$ cat src/rtl/alu_seq_param.sv
// alu_seq_param: parametrised sequential ALU, one op per valid/ready handshake, registered result + NZCV.
// Latency: consumer samples out_valid at the 2nd edge after the accept edge (MUL: WIDTH+2 edges).
// Backpressure: result/flags held in DONE until out_ready&en; in_ready only in IDLE. Multiplier built when ALU_MUL_EN is defined.
module alu_seq_param #(
    parameter int WIDTH = 32
) (
    input  logic             clk,
    input  logic             rst,
    input  logic             en,
    input  logic             in_valid,
    output logic             in_ready,
    input  logic [3:0]       opcode,
    input  logic [WIDTH-1:0] operand1,
    input  logic [WIDTH-1:0] operand2,
    output logic             out_valid,
    input  logic             out_ready,
    output logic [WIDTH-1:0] result,
    output logic [WIDTH-1:0] result_hi,
    output logic [3:0]       flags,
    output logic             illegal
);

    // Shift-amount width is always derived from WIDTH, never set independently.
    localparam int SHW = $clog2(WIDTH);

    localparam logic [3:0] OP_ADD = 4'd0;
    localparam logic [3:0] OP_SUB = 4'd1;
    localparam logic [3:0] OP_AND = 4'd2;
    localparam logic [3:0] OP_OR  = 4'd3;
    localparam logic [3:0] OP_XOR = 4'd4;
    localparam logic [3:0] OP_LSL = 4'd5;
    localparam logic [3:0] OP_LSR = 4'd6;
    localparam logic [3:0] OP_ASR = 4'd7;
    localparam logic [3:0] OP_MUL = 4'd8;
    localparam logic [3:0] OP_CMP = 4'd9;

`ifdef ALU_MUL_EN
    typedef enum logic [1:0] {S_IDLE, S_EXEC, S_MUL_BUSY, S_DONE} state_t;
`else
    typedef enum logic [1:0] {S_IDLE, S_EXEC, S_DONE} state_t;
`endif

    state_t state;
    state_t state_nx;

    // Control strobes decoded from the current state (all already qualified by en)
    logic capture;
    logic load_exec;

    // Captured operation; later changes on the input ports are ignored
    logic [3:0]       op_q;
    logic [WIDTH-1:0] a_q;
    logic [WIDTH-1:0] b_q;

    // Single-cycle datapath intermediates
    logic [WIDTH:0]   add_full;
    logic [WIDTH:0]   sub_full;
    logic [WIDTH:0]   lsl_full;
    logic [WIDTH:0]   lsr_full;
    logic [WIDTH:0]   asr_full;
    logic [SHW-1:0]   shamt;
    logic [WIDTH-1:0] alu_res;
    logic [WIDTH-1:0] alu_nz;
    logic             alu_c;
    logic             alu_v;
    logic             alu_ill;
    logic [3:0]       alu_flags;

`ifdef ALU_MUL_EN
    // Iteration counter must reach WIDTH itself, hence one bit wider than SHW
    localparam logic [SHW:0] MUL_ITERS = (SHW+1)'(WIDTH);

    logic             mul_step;
    logic             load_mul;
    logic             mul_last;
    logic [SHW:0]     mul_cnt;
    logic [WIDTH-1:0] mul_hi;
    logic [WIDTH:0]   mul_sum;
`endif

    // State register: frozen while en is low, async return to IDLE on rst
    always_ff @(posedge clk or posedge rst) begin
        if (rst) begin
            state <= S_IDLE;
        end else if (en) begin
            state <= state_nx;
        end
    end

    // Next-state logic: IDLE -> EXEC/MUL_BUSY -> DONE -> IDLE
    always_comb begin
        state_nx = state;
        case (state)
            S_IDLE: begin
                if (capture) begin
`ifdef ALU_MUL_EN
                    state_nx = (opcode == OP_MUL) ? S_MUL_BUSY : S_EXEC;
`else
                    state_nx = S_EXEC;
`endif
                end
            end
            S_EXEC: state_nx = S_DONE;
`ifdef ALU_MUL_EN
            S_MUL_BUSY: begin
                if (mul_last) begin
                    state_nx = S_DONE;
                end
            end
`endif
            // No bypass: a new op can only be accepted once back in IDLE
            S_DONE: begin
                if (out_ready) begin
                    state_nx = S_IDLE;
                end
            end
            default: state_nx = S_IDLE;
        endcase
    end

    // Output/strobe decode: handshake signals and datapath load enables
    always_comb begin
        in_ready  = 1'b0;
        out_valid = 1'b0;
        capture   = 1'b0;
        load_exec = 1'b0;
`ifdef ALU_MUL_EN
        mul_step  = 1'b0;
        load_mul  = 1'b0;
`endif
        case (state)
            S_IDLE: begin
                in_ready = en & ~rst;
                capture  = in_valid & en & ~rst;
            end
            S_EXEC: load_exec = en;
`ifdef ALU_MUL_EN
            S_MUL_BUSY: begin
                mul_step = en & ~mul_last;
                load_mul = en & mul_last;
            end
`endif
            S_DONE: out_valid = 1'b1;
            default: ;
        endcase
    end

    // Operand capture on the accept edge; b_q doubles as the multiplier shift register
    always_ff @(posedge clk or posedge rst) begin
        if (rst) begin
            op_q <= '0;
            a_q  <= '0;
            b_q  <= '0;
        end else if (capture) begin
            op_q <= opcode;
            a_q  <= operand1;
            b_q  <= operand2;
        end
`ifdef ALU_MUL_EN
        else if (mul_step) begin
            b_q <= {mul_sum[0], b_q[WIDTH-1:1]};
        end
`endif
    end

    // Extended-width arithmetic so carries and shifted-out bits fall out of the top/bottom bit
    assign add_full = {1'b0, a_q} + {1'b0, b_q};
    assign sub_full = {1'b0, a_q} - {1'b0, b_q};
    assign shamt    = b_q[SHW-1:0];
    assign lsl_full = {1'b0, a_q} << shamt;
    assign lsr_full = {a_q, 1'b0} >> shamt;
    assign asr_full = $unsigned($signed({a_q, 1'b0}) >>> shamt);

    // Single-cycle op decode: result, the value N/Z are derived from, C and V
    always_comb begin
        alu_res = '0;
        alu_nz  = '0;
        alu_c   = 1'b0;
        alu_v   = 1'b0;
        alu_ill = 1'b0;
        case (op_q)
            OP_ADD: begin
                alu_res = add_full[WIDTH-1:0];
                alu_c   = add_full[WIDTH];
                alu_v   = (a_q[WIDTH-1] == b_q[WIDTH-1]) && (add_full[WIDTH-1] != a_q[WIDTH-1]);
            end
            OP_SUB, OP_CMP: begin
                // CMP keeps the SUB flags but never exposes the difference
                alu_res = (op_q == OP_CMP) ? '0 : sub_full[WIDTH-1:0];
                alu_nz  = sub_full[WIDTH-1:0];
                alu_c   = ~sub_full[WIDTH];
                alu_v   = (a_q[WIDTH-1] != b_q[WIDTH-1]) && (sub_full[WIDTH-1] != a_q[WIDTH-1]);
            end
            OP_AND: alu_res = a_q & b_q;
            OP_OR:  alu_res = a_q | b_q;
            OP_XOR: alu_res = a_q ^ b_q;
            OP_LSL: begin
                alu_res = lsl_full[WIDTH-1:0];
                alu_c   = lsl_full[WIDTH];
            end
            OP_LSR: begin
                alu_res = lsr_full[WIDTH:1];
                alu_c   = lsr_full[0];
            end
            OP_ASR: begin
                alu_res = asr_full[WIDTH:1];
                alu_c   = asr_full[0];
            end
`ifndef ALU_MUL_EN
            // Without the multiplier, MUL is just another unsupported opcode
            OP_MUL: alu_ill = 1'b1;
`endif
            default: alu_ill = 1'b1;
        endcase
        if (op_q != OP_SUB && op_q != OP_CMP) begin
            alu_nz = alu_res;
        end
        alu_flags = alu_ill ? 4'b0000 : {alu_nz[WIDTH-1], (alu_nz == '0), alu_c, alu_v};
    end

`ifdef ALU_MUL_EN
    // One partial product per cycle: conditionally add A into the high half, then shift right
    assign mul_sum  = {1'b0, mul_hi} + (b_q[0] ? {1'b0, a_q} : '0);
    assign mul_last = (mul_cnt == MUL_ITERS);

    // Multiplier high half and iteration counter, cleared on every accept
    always_ff @(posedge clk or posedge rst) begin
        if (rst) begin
            mul_hi  <= '0;
            mul_cnt <= '0;
        end else if (capture) begin
            mul_hi  <= '0;
            mul_cnt <= '0;
        end else if (mul_step) begin
            mul_hi  <= mul_sum[WIDTH:1];
            mul_cnt <= mul_cnt + 1'b1;
        end
    end
`endif

    // Result/flag registers: loaded on completion, held through DONE until consumed
    always_ff @(posedge clk or posedge rst) begin
        if (rst) begin
            result    <= '0;
            result_hi <= '0;
            flags     <= '0;
            illegal   <= 1'b0;
        end else if (load_exec) begin
            result    <= alu_res;
            result_hi <= '0;
            flags     <= alu_flags;
            illegal   <= alu_ill;
        end
`ifdef ALU_MUL_EN
        else if (load_mul) begin
            // Z covers the full double-width product, V flags a non-zero high half
            result    <= b_q;
            result_hi <= mul_hi;
            flags     <= {b_q[WIDTH-1], ({mul_hi, b_q} == '0), 1'b0, (mul_hi != '0)};
            illegal   <= 1'b0;
        end
`endif
    end

endmodule
$ cat config.mk
export PLATFORM = sky130hd
export DESIGN_NAME = alu_seq_param
export DESIGN_NICKNAME = d
export VERILOG_FILES = /design/src/rtl/alu_seq_param.sv
export SDC_FILE = /design/constraint.sdc
export NUM_CORES = 1
export LEC_CHECK = 0
export ABC_AREA = 1
export BUFFER_PORTS_ARGS = -buffer_cell sky130_fd_sc_hd__clkbuf_2
export CAP_MARGIN = 10
export CELL_PAD_IN_SITES_DETAIL_PLACEMENT = 1
export CELL_PAD_IN_SITES_GLOBAL_PLACEMENT = 1
export CORE_ASPECT_RATIO = 2
export CORE_UTILIZATION = 45
export DETAILED_ROUTE_END_ITERATION = 12
export GPL_ROUTABILITY_DRIVEN = 0
export GPL_TIMING_DRIVEN = 1
export PLACE_DENSITY_LB_ADDON = 0.05
export SLEW_MARGIN = 20
export SYNTH_ARGS = -nofsm -noshare
export SYNTH_HDL_FRONTEND = slang
export SYNTH_SLANG_ARGS = --single-unit
$ cat constraint.sdc
create_clock -name clk -period 7.6 [get_ports clk]
set_input_delay 0 -clock clk [delete_from_list [all_inputs] [get_ports clk]]
set_output_delay 0 -clock clk [all_outputs]
set_load 0.01 [all_outputs]
==> results of run 1 <==
stage by stage:
step / utilization (%) / instances / area [um2] / setup slack, ns / hold WS [ns]
floorplan: - / 2630 / 14700 / 4.76 / 0.0507
global placement: 47.2 / 3038 / 15200 / 4.04 / 0.127
detailed placement: 47.2 / 3038 / 15200 / 3.92 / 0.146
CTS: 50.4 / 3125 / 16200 / 3.86 / 0.00537
per-layer routing:
layer / global-route usage, % / GRT overflow
met1: 49.9 / 0
met3: 26.4 / 0
met2: 79.7 / 0
met4: 52.1 / 1
met5: 0 / 0
cells by family after synthesis:
group / count (synthesis)
flip-flops: 107
AND/OR/NAND/NOR: 1658
other: 1
buffers and inverters: 438
XOR/XNOR: 3
adder cells (fa/ha/maj): 106
AO/OA/AOI/OAI: 286
what timing repair did:
action / in CTS
hold buffers: 71
setup endpoints to repair: 0
hold endpoints to repair: 117
==> summary.md, run 1 <==
| Metric | Value |
|---|---|
| Status | `stopped before the end` |
| Failed at | `5_1_grt` |
| First Err | `[ERROR GRT-0116] Global routing finished with congestion. Check the congestion regions in the DRC Viewer.` |
| # port buffers | `roughly 110` |
| Post-synth EDFFs | `0` |
| Die Height | `257 um` |
| Complex-gate fraction of the synthesized area | `10.7%` |
| Avg Inst Size Synth | `5.62 um2` |
| Area contributors post-synth | `nand2_1 21%, dfrtp_1 18%, nand3_1 16%` |
| Die X | `129 um` |
| Post-Synth Adder-Cell Area | `approximately 9%` |
| Syn. warnings | `0` |
| Top-count cell post-synth | `nand2_1` |
| Top cell type's share of synthesized area | `21.0%` |
| Postcts setup bufs | `0` |
| Ports | `144` |
| Gr ovfl total | `1` |
| First-pass GRT wire length | `126,000 um` |
| Yosys top cell by area | `nand2_1` |
| Initial Util | `45.5%` |
| Netlist cell types | `48` |
| Row count | `93` |
| TritonCTS Buffers | `9` |
| CTS max path bufs | `2` |
| DPL Wire Length | `approximately 61,000 um` |
| Post-Synth Simple-Gate Area | `48.6%` |
| Yosys reg bits | `107` |
| Largest net degree at the start of global routing | `between 90 and 100` |
| Synth cell count leaders | `818 x nand2_1, 463 x nand3_1, 276 x inv_1, 265 x nor2_1, 171 x a21oi_1` |
| Post-Synthesis Cell Area | `between 10,000 and 15,000 um2` |
| Xor/xnor cell area share of the yosys netlist | `0.180%` |
| Sequential share of the synthesized area | `18.3%` |
| FFs w/ async S/R, synth | `100%` |
| CTS resizes | `0` |
| Largest family of logic cells by synthesized area | `simple AND/OR/NAND/NOR gates` |
| Total track usage | `~53%` |
| Vias in the first global route | `20,300` |
| CTS H-tree depth | `3` |
| Post-synthesis mux area share | `0%` |
| Clock root buffer | `clkbuf_16` |
| Ys flop type | `dfrtp_1` |
| Cells after Synth | `2,599` |
| Total clock sinks | `between 100 and 150` |
==> run 2, diff against run 1 <==
--- a/config.mk
+++ b/config.mk
@@ -8,14 +8,11 @@
 export ABC_AREA = 1
 export BUFFER_PORTS_ARGS = -buffer_cell sky130_fd_sc_hd__clkbuf_2
 export CAP_MARGIN = 10
-export CELL_PAD_IN_SITES_DETAIL_PLACEMENT = 1
-export CELL_PAD_IN_SITES_GLOBAL_PLACEMENT = 1
-export CORE_ASPECT_RATIO = 2
-export CORE_UTILIZATION = 45
+export CORE_UTILIZATION = 40
 export DETAILED_ROUTE_END_ITERATION = 12
 export GPL_ROUTABILITY_DRIVEN = 0
 export GPL_TIMING_DRIVEN = 1
-export PLACE_DENSITY_LB_ADDON = 0.05
+export PLACE_DENSITY_LB_ADDON = 0.15
 export SLEW_MARGIN = 20
 export SYNTH_ARGS = -nofsm -noshare
 export SYNTH_HDL_FRONTEND = slang
==> run 2 against run 1 <==
The run now ends clean. Area after synthesis unchanged. Synthesized cell count unchanged.
==> summary.md, run 2 <==
| Metric | Value |
|---|---|
| Status | `finished clean (was stopped before the end)` |
| Most common cell after layout, fill and taps aside | `nand2_1` |
| Xor/xnor cell area share of the yosys netlist | `0.180% (unchanged)` |
| Worst reg2reg path depth | `23` |
| Postcts setup bufs | `0 (unchanged)` |
| Worst setup SP type | `flip-flop` |
| Routed vias/inst | `5.69` |
| Ys flop type | `dfrtp_1 (unchanged)` |
| # DRC | `0` |
| Total clock sinks | `107 (unchanged)` |
| Final Max Slew Viols | `0` |
| Die ar. | `37,300 um2` |
| Die Height | `193 um (was 257 um)` |
| CTS tree | `done` |
| Slew margin rel. | `29.3%` |
| Complex-gate fraction of the synthesized area | `10.7% (unchanged)` |
| Initial Util | `40.9% (was 45.5%)` |
| CTS resizes | `0 (unchanged)` |
| Final Skew | `between 0.015 and 0.02 ns` |
| Top cell type's share of synthesized area | `21.0% (unchanged)` |
| Post-Synthesis Cell Area | `14,600 um2 (unchanged)` |
| Gr ovfl total | `0` |
| Synth cell count leaders | `818 x nand2_1, 463 x nand3_1, 276 x inv_1, 265 x nor2_1, 171 x a21oi_1 (unchanged)` |
| Fill count | `4,012` |
| Max Clock Freq | `0.253 GHz` |
| Vias in the first global route | `16,500` |
| FFs w/ async S/R, synth | `100% (unchanged)` |
| Setup CP Type | `reg2reg` |
| Max Cap Viol | `0` |
| Syn. warnings | `0 (unchanged)` |
| Biggest regs | `a_q (32), b_q (32), result (32)` |
| Hold WS | `about 0.29 ns` |
| Yosys top cell by area | `nand2_1 (unchanged)` |
| CTS H-tree depth | `3 (unchanged)` |
| Layout area overhead | `10.9%` |
| Final WL | `a little over 60,000 um` |
| Ports | `144 (unchanged)` |
| Register area | `2680 um2` |
| Worst setup EP type | `flip-flop` |
| Clock transition at the registers of the reported paths | `0.09 ns` |
| Routed wire per std cell | `between 15 and 20 um` |
| Layout cell share with drive strength beyond 1 | `7.45%` |
| Drt pass-1 iters | `8` |
| Largest net degree at the start of global routing | `97` |
| Post-synthesis mux area share | `0% (unchanged)` |
| Actual slew at the worst max-slew pin | `1.06 ns` |
| Tmin final | `3.96 ns` |
| Netlist cell types | `48 (unchanged)` |
| Post-Synth Simple-Gate Area | `48.6% (unchanged)` |
| Total track usage | `between 30% and 40%` |
| Reg-to-Reg Start | `b_q[2]` |
| Multi-input gate area | `10,200 um2` |
| Yosys reg bits | `107 (unchanged)` |
| # port buffers | `111 (unchanged)` |
| Final hold vios | `0` |
| CTS max path bufs | `2 (unchanged)` |
| Layout Nets | `2,871` |
| Final setup fails | `0` |
| Share of the clock period used by the worst path | `~52%` |
| CP max FO | `65` |
| Largest family of logic cells by synthesized area | `simple AND/OR/NAND/NOR gates (unchanged)` |
| Highest-count cells in the layout ignoring fill and taps | `817 x nand2_1, 463 x nand3_1, 275 x inv_1` |
| First-pass GRT wire length | `slightly above 90,000 um` |
| Area contributors post-synth | `nand2_1 21%, dfrtp_1 18%, nand3_1 16% (unchanged)` |
| Post-synth EDFFs | `0 (unchanged)` |
| Die X | `193 um (was 129 um)` |
| Sequential share of the synthesized area | `18.3% (unchanged)` |
| Iter 0 DRT Violations | `2,233` |
| Worst-Skew Late Latency | `0.40 ns` |
| Cells after Synth | `2,599 (unchanged)` |
| Setup TNS | `0 ns` |
| DPL Wire Length | `49,800 um (was 61,100 um)` |
| TritonCTS Buffers | `9 (unchanged)` |
| Antenna viol nets, final | `0` |
| Row count | `69 (was 93)` |
| WP data required | `7.94 ns` |
| Top-count cell post-synth | `nand2_1 (unchanged)` |
| Initial antenna violation count | `1` |
| Avg Inst Size Synth | `5.62 um2 (unchanged)` |
| Reg-to-reg endpoint | `flags[2]` |
| R2r setup slk | `3.64 ns` |
| Post-Synth Adder-Cell Area | `9.18% (unchanged)` |
| Via Count | `18,000` |
| Class of the worst hold path | `in2async` |
| CP arrival | `about 4.3 ns` |
| Clock root buffer | `clkbuf_16 (unchanged)` |
| RSZ-0062 raised after global routing | `no` |
| Core ar. | `~36,000 um2` |
==> run 2: kinds of logic (layout without fill, tap and decap cells) <==
group                      count (synthesis)  after routing
buffers and inverters                    438            505
xor gates and xnor gates                   3              3
AOI/OAI and AO/OA                        286            286
DFF                                      107            107
and+or+nand+nor                         1658           1658
other                                      1             33
adders and majority gates                106            106
==> run 2: final cells by class <==
class	count	area share [%]
inverter	292	6.81
sequential	107	16.5
timing repair buffer	197	8.52
multi-input combinational	2085	62.8
tap	461	3.56
antenna	1	0.0154
clock inverter	7	0.409
clock buffer	9	1.39
==> run 2: metal layers <==
metal | track usage [%] | part of all wire [%] | up-vias
li1 | - | - | 8537
met3 | 8.18 | 11 | 242
met2 | 50.2 | 42 | 1001
met5 | 0 | 0 | -
met1 | 42.5 | 40 | 8186
met4 | 21.7 | 6.8 | 0
==> run 2: worst max-delay path by stage <==
stage,endpoint,cells past startpoint,startpoint,slack (ns)
floorplan,a_q[0],1,rst,4.76
global placement,flags[2],19,b_q[4],3.79
detailed placement,flags[2],23,b_q[2],3.78
CTS,flags[2],23,b_q[2],3.76
global route,flags[2],23,b_q[2],3.34
finish,flags[2],23,b_q[2],3.64
==> run 2: per-stage QoR <==
step,setup slack [ns],util [%],cell area (um2),instances
global route,3.34,45.3,16200,3158
finish,3.64,45.4,16200,3159
CTS,3.76,45.3,16200,3158
global placement,3.79,42.5,15200,3070
detailed placement,3.78,42.5,15200,3070
floorplan,4.76,-,14700,2630
==> run 2: worst max-delay path, cell delays in order, from the launching register on <==
cell     delay (ns)
dfrtp_2        0.39
buf_4          0.31
inv_2          0.10
buf_4          0.56
ha_1           0.48
inv_2          0.14
nand2_1        0.06
nand2_1        0.12
nand3_1        0.11
nand2_1        0.15
nand2_1        0.09
nand2_1        0.16
nand2_1        0.07
nand2_1        0.09
nor2_1         0.05
nor2_1         0.30
nand2_1        0.13
nor2_1         0.11
nand3_1        0.08
nand2_1        0.06
nand2_1        0.05
nor2_1         0.11
nand3_1        0.08
nand2_1        0.06
==> run 2: what timing repair did <==
item,CTS,global route
hold buffers,72,0
endpoints found under the hold margin,120,0
endpoints found under the setup margin,0,0
Power of run 2 is not shown: default switching activity piles up to over one toggle a cycle in this logic, so the estimate is an artifact.
